## config.mk

```make
export PLATFORM = sky130hd
export DESIGN_NAME = load_store_unit
export DESIGN_NICKNAME = d
export VERILOG_FILES = /design/src/rtl/load_store_unit.sv
export SDC_FILE = /design/constraint.sdc
export NUM_CORES = 1
export LEC_CHECK = 0
export ABC_CLOCK_PERIOD_IN_PS = 3200
export CORE_UTILIZATION = 45
export DETAILED_ROUTE_END_ITERATION = 10
export GPL_TIMING_DRIVEN = 0
export HOLD_SLACK_MARGIN = 0.02
export PLACE_DENSITY_LB_ADDON = 0.08
export SLEW_MARGIN = 20
export SYNTH_ARGS = -nofsm -noshare
export SYNTH_HDL_FRONTEND = slang
export SYNTH_SLANG_ARGS = --single-unit
```

## constraint.sdc

```tcl
create_clock -name clk -period 3.2 [get_ports clk]
set_input_delay 0.64 -clock clk [delete_from_list [all_inputs] [get_ports clk]]
set_output_delay 0.64 -clock clk [all_outputs]
set_load 0.01 [all_outputs]
```

## src/rtl/load_store_unit.sv

```systemverilog
// load_store_unit: single-outstanding load/store initiator toward Data_Memory, all outputs registered.
// Optional feature: define LSU_WRITE_VERIFY_EN to read back each store and flag mismatches on verify_err.
module load_store_unit #(
   parameter int unsigned ADDR_W    = 16,
   parameter int unsigned DATA_W    = 16,
   parameter int unsigned READ_WAIT = 1
) (
   input  logic              clk,
   input  logic              rst,
   input  logic              req_valid,
   output logic              req_ready,
   input  logic              req_we,
   input  logic [ADDR_W-1:0] req_addr,
   input  logic [DATA_W-1:0] req_wdata,
   output logic              resp_valid,
   output logic [DATA_W-1:0] resp_data,
   output logic              busy,
   output logic              verify_err,
   output logic [ADDR_W-1:0] mem_access_addr,
   output logic [DATA_W-1:0] mem_write_data,
   output logic              mem_write_en,
   output logic              mem_read,
   input  logic [DATA_W-1:0] mem_read_data
);

   if (READ_WAIT == 0) begin : g_bad_read_wait
      $error("load_store_unit: READ_WAIT must be at least 1");
   end

   localparam int unsigned CntW = $clog2(READ_WAIT + 1);
   localparam logic [CntW-1:0] WaitInit = CntW'(READ_WAIT);
   localparam logic [CntW-1:0] CntOne   = CntW'(1);

   typedef enum logic [2:0] {
      StIdle,
      StRead,
      StWrite,
`ifdef LSU_WRITE_VERIFY_EN
      StVerify,
`endif
      StResp
   } state_e;

   state_e            state_q, state_d;
   logic [CntW-1:0]   cnt_q, cnt_d;
   logic              req_ready_q, req_ready_d;
   logic              resp_valid_q, resp_valid_d;
   logic [DATA_W-1:0] resp_data_q, resp_data_d;
   logic              busy_q, busy_d;
   logic [ADDR_W-1:0] addr_q, addr_d;
   logic [DATA_W-1:0] wdata_q, wdata_d;
   logic              mem_we_q, mem_we_d;
   logic              mem_rd_q, mem_rd_d;
`ifdef LSU_WRITE_VERIFY_EN
   logic              verr_q, verr_d;
`endif

   always_comb begin
      state_d      = state_q;
      cnt_d        = cnt_q;
      req_ready_d  = 1'b0;
      resp_valid_d = 1'b0;
      resp_data_d  = resp_data_q;
      addr_d       = addr_q;
      wdata_d      = wdata_q;
      mem_we_d     = 1'b0;
      mem_rd_d     = 1'b0;
`ifdef LSU_WRITE_VERIFY_EN
      verr_d       = verr_q;
`endif
      case (state_q)
         StIdle: begin
            if (req_valid && req_ready_q) begin
               addr_d  = req_addr;
               wdata_d = req_wdata;
               if (req_we) begin
                  state_d  = StWrite;
                  mem_we_d = 1'b1;
               end else begin
                  state_d  = StRead;
                  mem_rd_d = 1'b1;
                  cnt_d    = WaitInit;
               end
            end else begin
               req_ready_d = 1'b1;
            end
         end
         StRead: begin
            // Last wait cycle: data is valid for the address held this whole window
            if (cnt_q == CntOne) begin
               resp_data_d  = mem_read_data;
               resp_valid_d = 1'b1;
               state_d      = StResp;
            end else begin
               cnt_d    = cnt_q - CntOne;
               mem_rd_d = 1'b1;
            end
         end
         StWrite: begin
            resp_data_d = '0;
`ifdef LSU_WRITE_VERIFY_EN
            state_d     = StVerify;
            mem_rd_d    = 1'b1;
            cnt_d       = WaitInit;
`else
            state_d      = StResp;
            resp_valid_d = 1'b1;
`endif
         end
`ifdef LSU_WRITE_VERIFY_EN
         StVerify: begin
            if (cnt_q == CntOne) begin
               resp_data_d  = mem_read_data;
               resp_valid_d = 1'b1;
               verr_d       = verr_q | (mem_read_data != wdata_q);
               state_d      = StResp;
            end else begin
               cnt_d    = cnt_q - CntOne;
               mem_rd_d = 1'b1;
            end
         end
`endif
         StResp: begin
            state_d     = StIdle;
            req_ready_d = 1'b1;
         end
         default: state_d = StIdle;
      endcase
      busy_d = (state_d != StIdle);
   end

   always_ff @(posedge clk) begin
      if (rst) begin
         state_q      <= StIdle;
         cnt_q        <= '0;
         req_ready_q  <= 1'b0;
         resp_valid_q <= 1'b0;
         resp_data_q  <= '0;
         busy_q       <= 1'b0;
         addr_q       <= '0;
         wdata_q      <= '0;
         mem_we_q     <= 1'b0;
         mem_rd_q     <= 1'b0;
`ifdef LSU_WRITE_VERIFY_EN
         verr_q       <= 1'b0;
`endif
      end else begin
         state_q      <= state_d;
         cnt_q        <= cnt_d;
         req_ready_q  <= req_ready_d;
         resp_valid_q <= resp_valid_d;
         resp_data_q  <= resp_data_d;
         busy_q       <= busy_d;
         addr_q       <= addr_d;
         wdata_q      <= wdata_d;
         mem_we_q     <= mem_we_d;
         mem_rd_q     <= mem_rd_d;
`ifdef LSU_WRITE_VERIFY_EN
         verr_q       <= verr_d;
`endif
      end
   end

   assign req_ready       = req_ready_q;
   assign resp_valid      = resp_valid_q;
   assign resp_data       = resp_data_q;
   assign busy            = busy_q;
   assign mem_access_addr = addr_q;
   assign mem_write_data  = wdata_q;
   assign mem_write_en    = mem_we_q;
   assign mem_read        = mem_rd_q;
`ifdef LSU_WRITE_VERIFY_EN
   assign verify_err      = verr_q;
`else
   assign verify_err      = 1'b0;
`endif

endmodule

```

==> impl_metrics.tcl <==
set metrics [dict create \
    status "completed" \
    path_buf_inv 1 \
    drtPass1Iterations 4 \
    fin_crit_sh_pct 58.5 \
    clockRootBuffer "clkbuf_8" \
    setup_tns_ps 0 \
    post-dp-hpwl_um 3850 \
    dieArea_mm2 0.00579 \
    cp-end-kind "output port" \
    final_common_cell "clkdlybuf4s50_1" \
    antenna_left 0 \
    crit_path_start_kind "flip-flop" \
    hold-path-cell-count 2 \
    synth_warnings 0 \
    ys_ff_latch 57 \
    clk_pin_slew_ps 60 \
    critPathKind "reg2out" \
    tritoncts "yes" \
    crit_required_ps 2560 \
    vias 1985 \
    grt_pass1_wl_um 9120 \
    ir_drop_mv 0.348 \
    clk_latency_ps 320 \
    synth_area_mm2 0.00247 \
    setup_viol 0 \
    drt_iter0_drc 42 \
    grt_pass1_vias 2001 \
    htreeDepth 3 \
    slowest_stage "clkdlybuf4s50_1" \
    cp.depth 1 \
    ys_seq_area_share_pct 46.2 \
    reg2reg_depth 5 \
    wl_per_cell_um 12.4 \
    crit_chain "clkdlybuf4s50_1" \
    cts_hold_buf 0 \
    cts_sinks 57 \
    io_buffer_count 104 \
    finalCriticalPeriod_ps 1870 \
    power.total_mw 1.56 \
    area_growth_pct 53.7 \
    postCtsSetupRepairBufs 0 \
    drv_cap 0 \
    cts_made_buffers 9 \
    holdWs_ps 450 \
    worst-path-max-fanout 2 \
    gp_congestion 0.723 \
    drive_gt1_share_pct 12.1 \
    cts.repair.resized 0 \
    hp-class "reg2reg" \
    ioPinCount 106 \
    fill_cells 418 \
    nets 412 \
    grt_overflow_total 0 \
    antenna_found_initial 0 \
    rsz0062_at_grt "no" \
    synthCells 244 \
    grt_start_max_net_pins 11 \
    syn_area_per_cell_um2 10.1 \
    worstPathArrival_ps 1230 \
    final_cell_mix "clkdlybuf4s50_1 (104), nand2b_1 (64), dfxtp_1 (57)" \
    finalHoldViolations 0 \
    core_mm2 0.00520 \
    fmax_mhz 535 \
    finalMaxSlewViolations 0 \
    rows 26 \
    die_x_um 76.1 \
    power_density_mw_per_mm2 409 \
    cp_slowest_stage_delay_ps 550 \
    postRouteWirelength_um 5390 \
    viasPerCell 4.57 \
    start_util_pct 47.5 \
    track_usage_pct 19.7 \
    insertedDiodeCount 0 \
    clockBufferDepth 2 \
    finalClockSkew_ps 7.79 \
    remaining_drc_errors 0 \
    synthDistinctLibCells 26 \
    p_leak_nw 1.31 \
    crit_family "buffers and inverters" \
    die_y_um 76.1 \
]
cells in the mapped netlist (all sizes together):
cell | n | area (µm²)
o2bb2ai | 1 | 8.76
mux2i | 32 | 320
clkbuf | 5 | 18.8
a21oi | 17 | 123
o31a | 1 | 10.0
or2 | 1 | 6.26
nor2 | 4 | 15.0
a31o | 1 | 8.76
conb | 1 | 3.75
nor4 | 1 | 12.5
buf | 15 | 176
and3 | 1 | 7.51
dfxtp | 57 | 1140
nand2b | 64 | 400
nor3b | 3 | 22.5
o21a | 1 | 7.51
nor3 | 1 | 5.00
a211oi | 2 | 15.0
nor4bb | 1 | 25.0
nand2 | 33 | 124
a22o | 1 | 8.76
nand4bb | 1 | 11.3
worst paths after layout:
check                                                     start                               to  slack [ps]
worst max register to register            state_q[0]$_SDFF_PP0_  mem_write_data[13]$_SDFFE_PP0N_        1810
worst min register to register        resp_data[1]$_SDFFE_PP0P_        resp_data[1]$_SDFFE_PP0P_         450
worst max-delay path            mem_access_addr[7]$_SDFFE_PP0N_               mem_access_addr[7]        1330
worst min-delay path                  resp_data[1]$_SDFFE_PP0P_        resp_data[1]$_SDFFE_PP0P_         450
cells by family (layout without fill, tap and decap cells):
family	count (synthesis)	after routing	share of synthesized area [%]
AND/OR/NAND/NOR	110	110	25.5
AO/OA/AOI/OAI	24	24	7.34
other	1	2	0.152
buffers and inverters	20	139	7.90
multiplexers	32	32	13.0
flip-flops	57	57	46.2
final cells by class:
class	count	area (µm²)	area share [%]
clock inverter	3	40.0	1.05
tap	70	87.6	2.31
buffer	20	195	5.14
timing repair buffer	104	1040	27.4
multi-input combinational	168	1140	30.0
clock buffer	12	155	4.08
sequential	57	1140	30.0
state kept, by name, summed over array words and instances (netlist names):
signal           flops
state_q              3
cnt_q                1
mem_write_data      16
req_ready            1
resp_valid           1
mem_access_addr     16
mem_write_en         1
mem_read             1
resp_data           16
busy                 1
report_power, final:
part           internal [mW]  switching, mW
Clock                  0.395          0.269
Sequential             0.721        0.00740
Combinational          0.109         0.0539
Total                   1.23          0.330
layer usage:
layer	GRT usage, %	up-vias	part of all wire, %	wire [µm]
li1	-	1021	-	-
met1	23.3	897	45	2440
met2	33.2	63	47	2520
met3	6.11	4	7.0	375
met4	8.08	0	1.1	57
met5	0	-	0	0
metrics by stage:
stage | worst slack (ps) | area, µm² | util (%) | std cells
2_1_floorplan | 1780 | 2470 | - | 245
3_3_place_gp | 1010 | 3600 | 69.2 | 419
3_5_place_dp | 1010 | 3600 | 69.2 | 419
4_1_cts | 1310 | 3800 | 73.0 | 434
5_1_grt | 1270 | 3800 | 73.0 | 434
6_report | 1330 | 3800 | 73.0 | 434
worst min-delay path: stages, from the launching register on:
cell     delay [ps]
dfxtp_1         310
nand2_1          50
a21oi_1          50
Note: power is estimated with default switching activity, not from simulation.
==> edit (same flow settings) <==
Take the reset off `wdata_q` and load it in a clocked block of its own.
--- a/src/rtl/load_store_unit.sv
+++ b/src/rtl/load_store_unit.sv
@@ -138,7 +138,6 @@
          resp_data_q  <= '0;
          busy_q       <= 1'b0;
          addr_q       <= '0;
-         wdata_q      <= '0;
          mem_we_q     <= 1'b0;
          mem_rd_q     <= 1'b0;
 `ifdef LSU_WRITE_VERIFY_EN
@@ -152,13 +151,16 @@
          resp_data_q  <= resp_data_d;
          busy_q       <= busy_d;
          addr_q       <= addr_d;
-         wdata_q      <= wdata_d;
          mem_we_q     <= mem_we_d;
          mem_rd_q     <= mem_rd_d;
 `ifdef LSU_WRITE_VERIFY_EN
          verr_q       <= verr_d;
 `endif
       end
+   end
+
+   always_ff @(posedge clk) begin
+      wdata_q <= wdata_d;
    end
 
    assign req_ready       = req_ready_q;
Function: differs if rst is asserted again (counterexample within 4 cycles, from zero or initial values and one cycle with rst high); with rst held inactive, the same outputs for 10 cycles.
==> edit against the original RTL <==
  * Area after synthesis decreased by 12%
  * Sequential power increased by 4.3%
  * Setup slack got worse by 0.82 ps
  * Final area decreased by 8.8%
  * Power decreased by 3.7%
  * Wire length decreased by 9.9%
  * Sequential cell count unchanged
  * Synthesized cell count decreased by 22%
  * Largest cell class is now sequential cells
==> edit: results (changes against the original RTL) <==
* Run status: finished clean
* Post-CTS Setup Inserts at 0 (unchanged)
* Ys Warns at 0 (unchanged)
* Top-area cell type share of the netlist area at 37.7% (-8.5 points)
* Top post-synthesis cells by area: dfxtp_1 38%, edfxtp_1 22%, nand2b_1 9.2%
* H-tree levels at 3 (unchanged)
* DR iter-0 viols at 87 (+110%)
* Nets@finish at 359 (-13%)
* Gr usage total at 19.9% (+0.20 points)
* Clock Skew at 9.18 ps (+1.39 ps)
* Number of synthesized flops with an enable pin at 16 (+16)
* Placed insts at 348 (-17%)
* Cts bufs inserted at 9 (unchanged)
* GPL Wtd Cong at 0.737 (+2.0%)
* Vias/cell at 4.83 (+5.6%)
* Post-synthesis sequential area ratio at 59.7% (+14 points)
* Max Root-Sink Buffers at 2 (unchanged)
* Slowest cell on crit path: clkdlybuf4s50_1
* Share of layout cells above drive strength 1 at 11.3% (-0.83 points)
* Distinct cell type count after synthesis at 26 (unchanged)
* DR pass1 iterations at 4 (unchanged)
* Detail Placement HPWL at 3.47 mm (-9.8%)
* WL/cell at 13.4 µm (+7.7%)
* Most common library cells after synthesis: 41 x dfxtp_1, 33 x nand2_1, 32 x nand2b_1
* CP max FO at 3 (+1)
* Worst skew pair latency at 320 ps (about the same)
* Worst VDD drop at 362 µV (+4.2%)
* Total wire length at 4.85 mm (-9.9%)
* Pin count of the biggest net entering global routing at 26 (+15)
* Mean Syn Cell Area at 11.4 µm² (+13%)
* Switching Fraction at 20.6% (-0.59 points)
* Post-CTS Resized at 0 (unchanged)
* Worst path top cell family by delay: buffers and inverters
* Leak pwr at 1.20 nW (-8.8%)
* Slowest Stage Delay on Critical Path at 550 ps (about the same)
* CTS Hold Bufs at 0 (unchanged)
* Ant. Diodes at 0 (unchanged)
* Sum of negative setup slack at 0 ps (unchanged)
* First-pass GRT wire length at 7.71 mm (-15%)
* Port bufs at 104 (unchanged)
* Initial antenna violation count at 0 (unchanged)
* Root Driver: clkbuf_8
* Arrival time worst endpoint at 1230 ps (about the same)
* Worst-path clk slew at 60 ps (about the same)
* Vias in the first global route at 1687 (-16%)
* Async SR Flop Fraction at 0% (unchanged)
* Hold Crit Class: flip-flop to flip-flop
## edit: changes by cell type in the layout (fill, tap and decap cells not counted), sizes merged
cell	change
nand2b	-32
dfxtp	-16
edfxtp	+16
mux2i	-16
clkbuf	-4
buf	-3
clkinv	+2
## edit: path summary, 6_finish.rpt
kind | startpoint | end | slack, ps | depth (start not counted)
worst min-delay path | resp_data[2] | resp_data[2] | 450 | 2
worst min register to register | resp_data[2] | resp_data[2] | 450 | 2
worst max-delay path | req_ready | req_ready | 1330 | 1
worst max register to register | state_q[0] | mem_write_data[2] | 1720 | 3
## edit: cell families after synthesis
| kind of cell | count (synthesis) | share of synthesized area (%) |
|---|---|---|
| simple gates | 78 | 19.3 |
| flops | 57 | 59.7 |
| compound gates | 24 | 8.27 |
| mux | 16 | 7.35 |
| buf+inv | 15 | 5.17 |
| other cells | 1 | 0.172 |
## edit: routing by layer
metal | wire length [µm] | track usage, % | vias to the layer above
met3 | 355 | 5.63 | 11
met2 | 2360 | 33.8 | 74
li1 | - | - | 875
met1 | 2070 | 23.4 | 794
met5 | 0 | 0 | -
met4 | 72 | 9.59 | 0
## edit: metrics by stage
step	area (µm²)	setup slack [ps]	util, %	power, mW	hold slack, ps
2_1_floorplan	2180	1690	-	0.817	481
3_3_place_gp	3290	1070	73.0	0.904	442
3_5_place_dp	3290	1050	73.0	0.905	447
4_1_cts	3460	1320	76.9	1.51	455
5_1_grt	3460	1240	76.9	1.56	481
6_report	3460	1330	76.9	1.50	454
## edit: cell type report
type	count	area (µm²)
buffer	15	113
clock buffer	10	128
clock inverter	5	47.5
fill	315	1040
multi-input combinational	120	769
sequential	57	1300
tap	52	65.1
timing repair buffer	104	1040
## edit: power groups by stage
stage	combinational (mW)	sequential [mW]	clock, mW
floorplan	0.0388	0.778	0
global placement	0.130	0.774	0
detailed placement	0.131	0.774	0
CTS	0.132	0.759	0.623
global route	0.140	0.759	0.661
finish	0.131	0.759	0.608
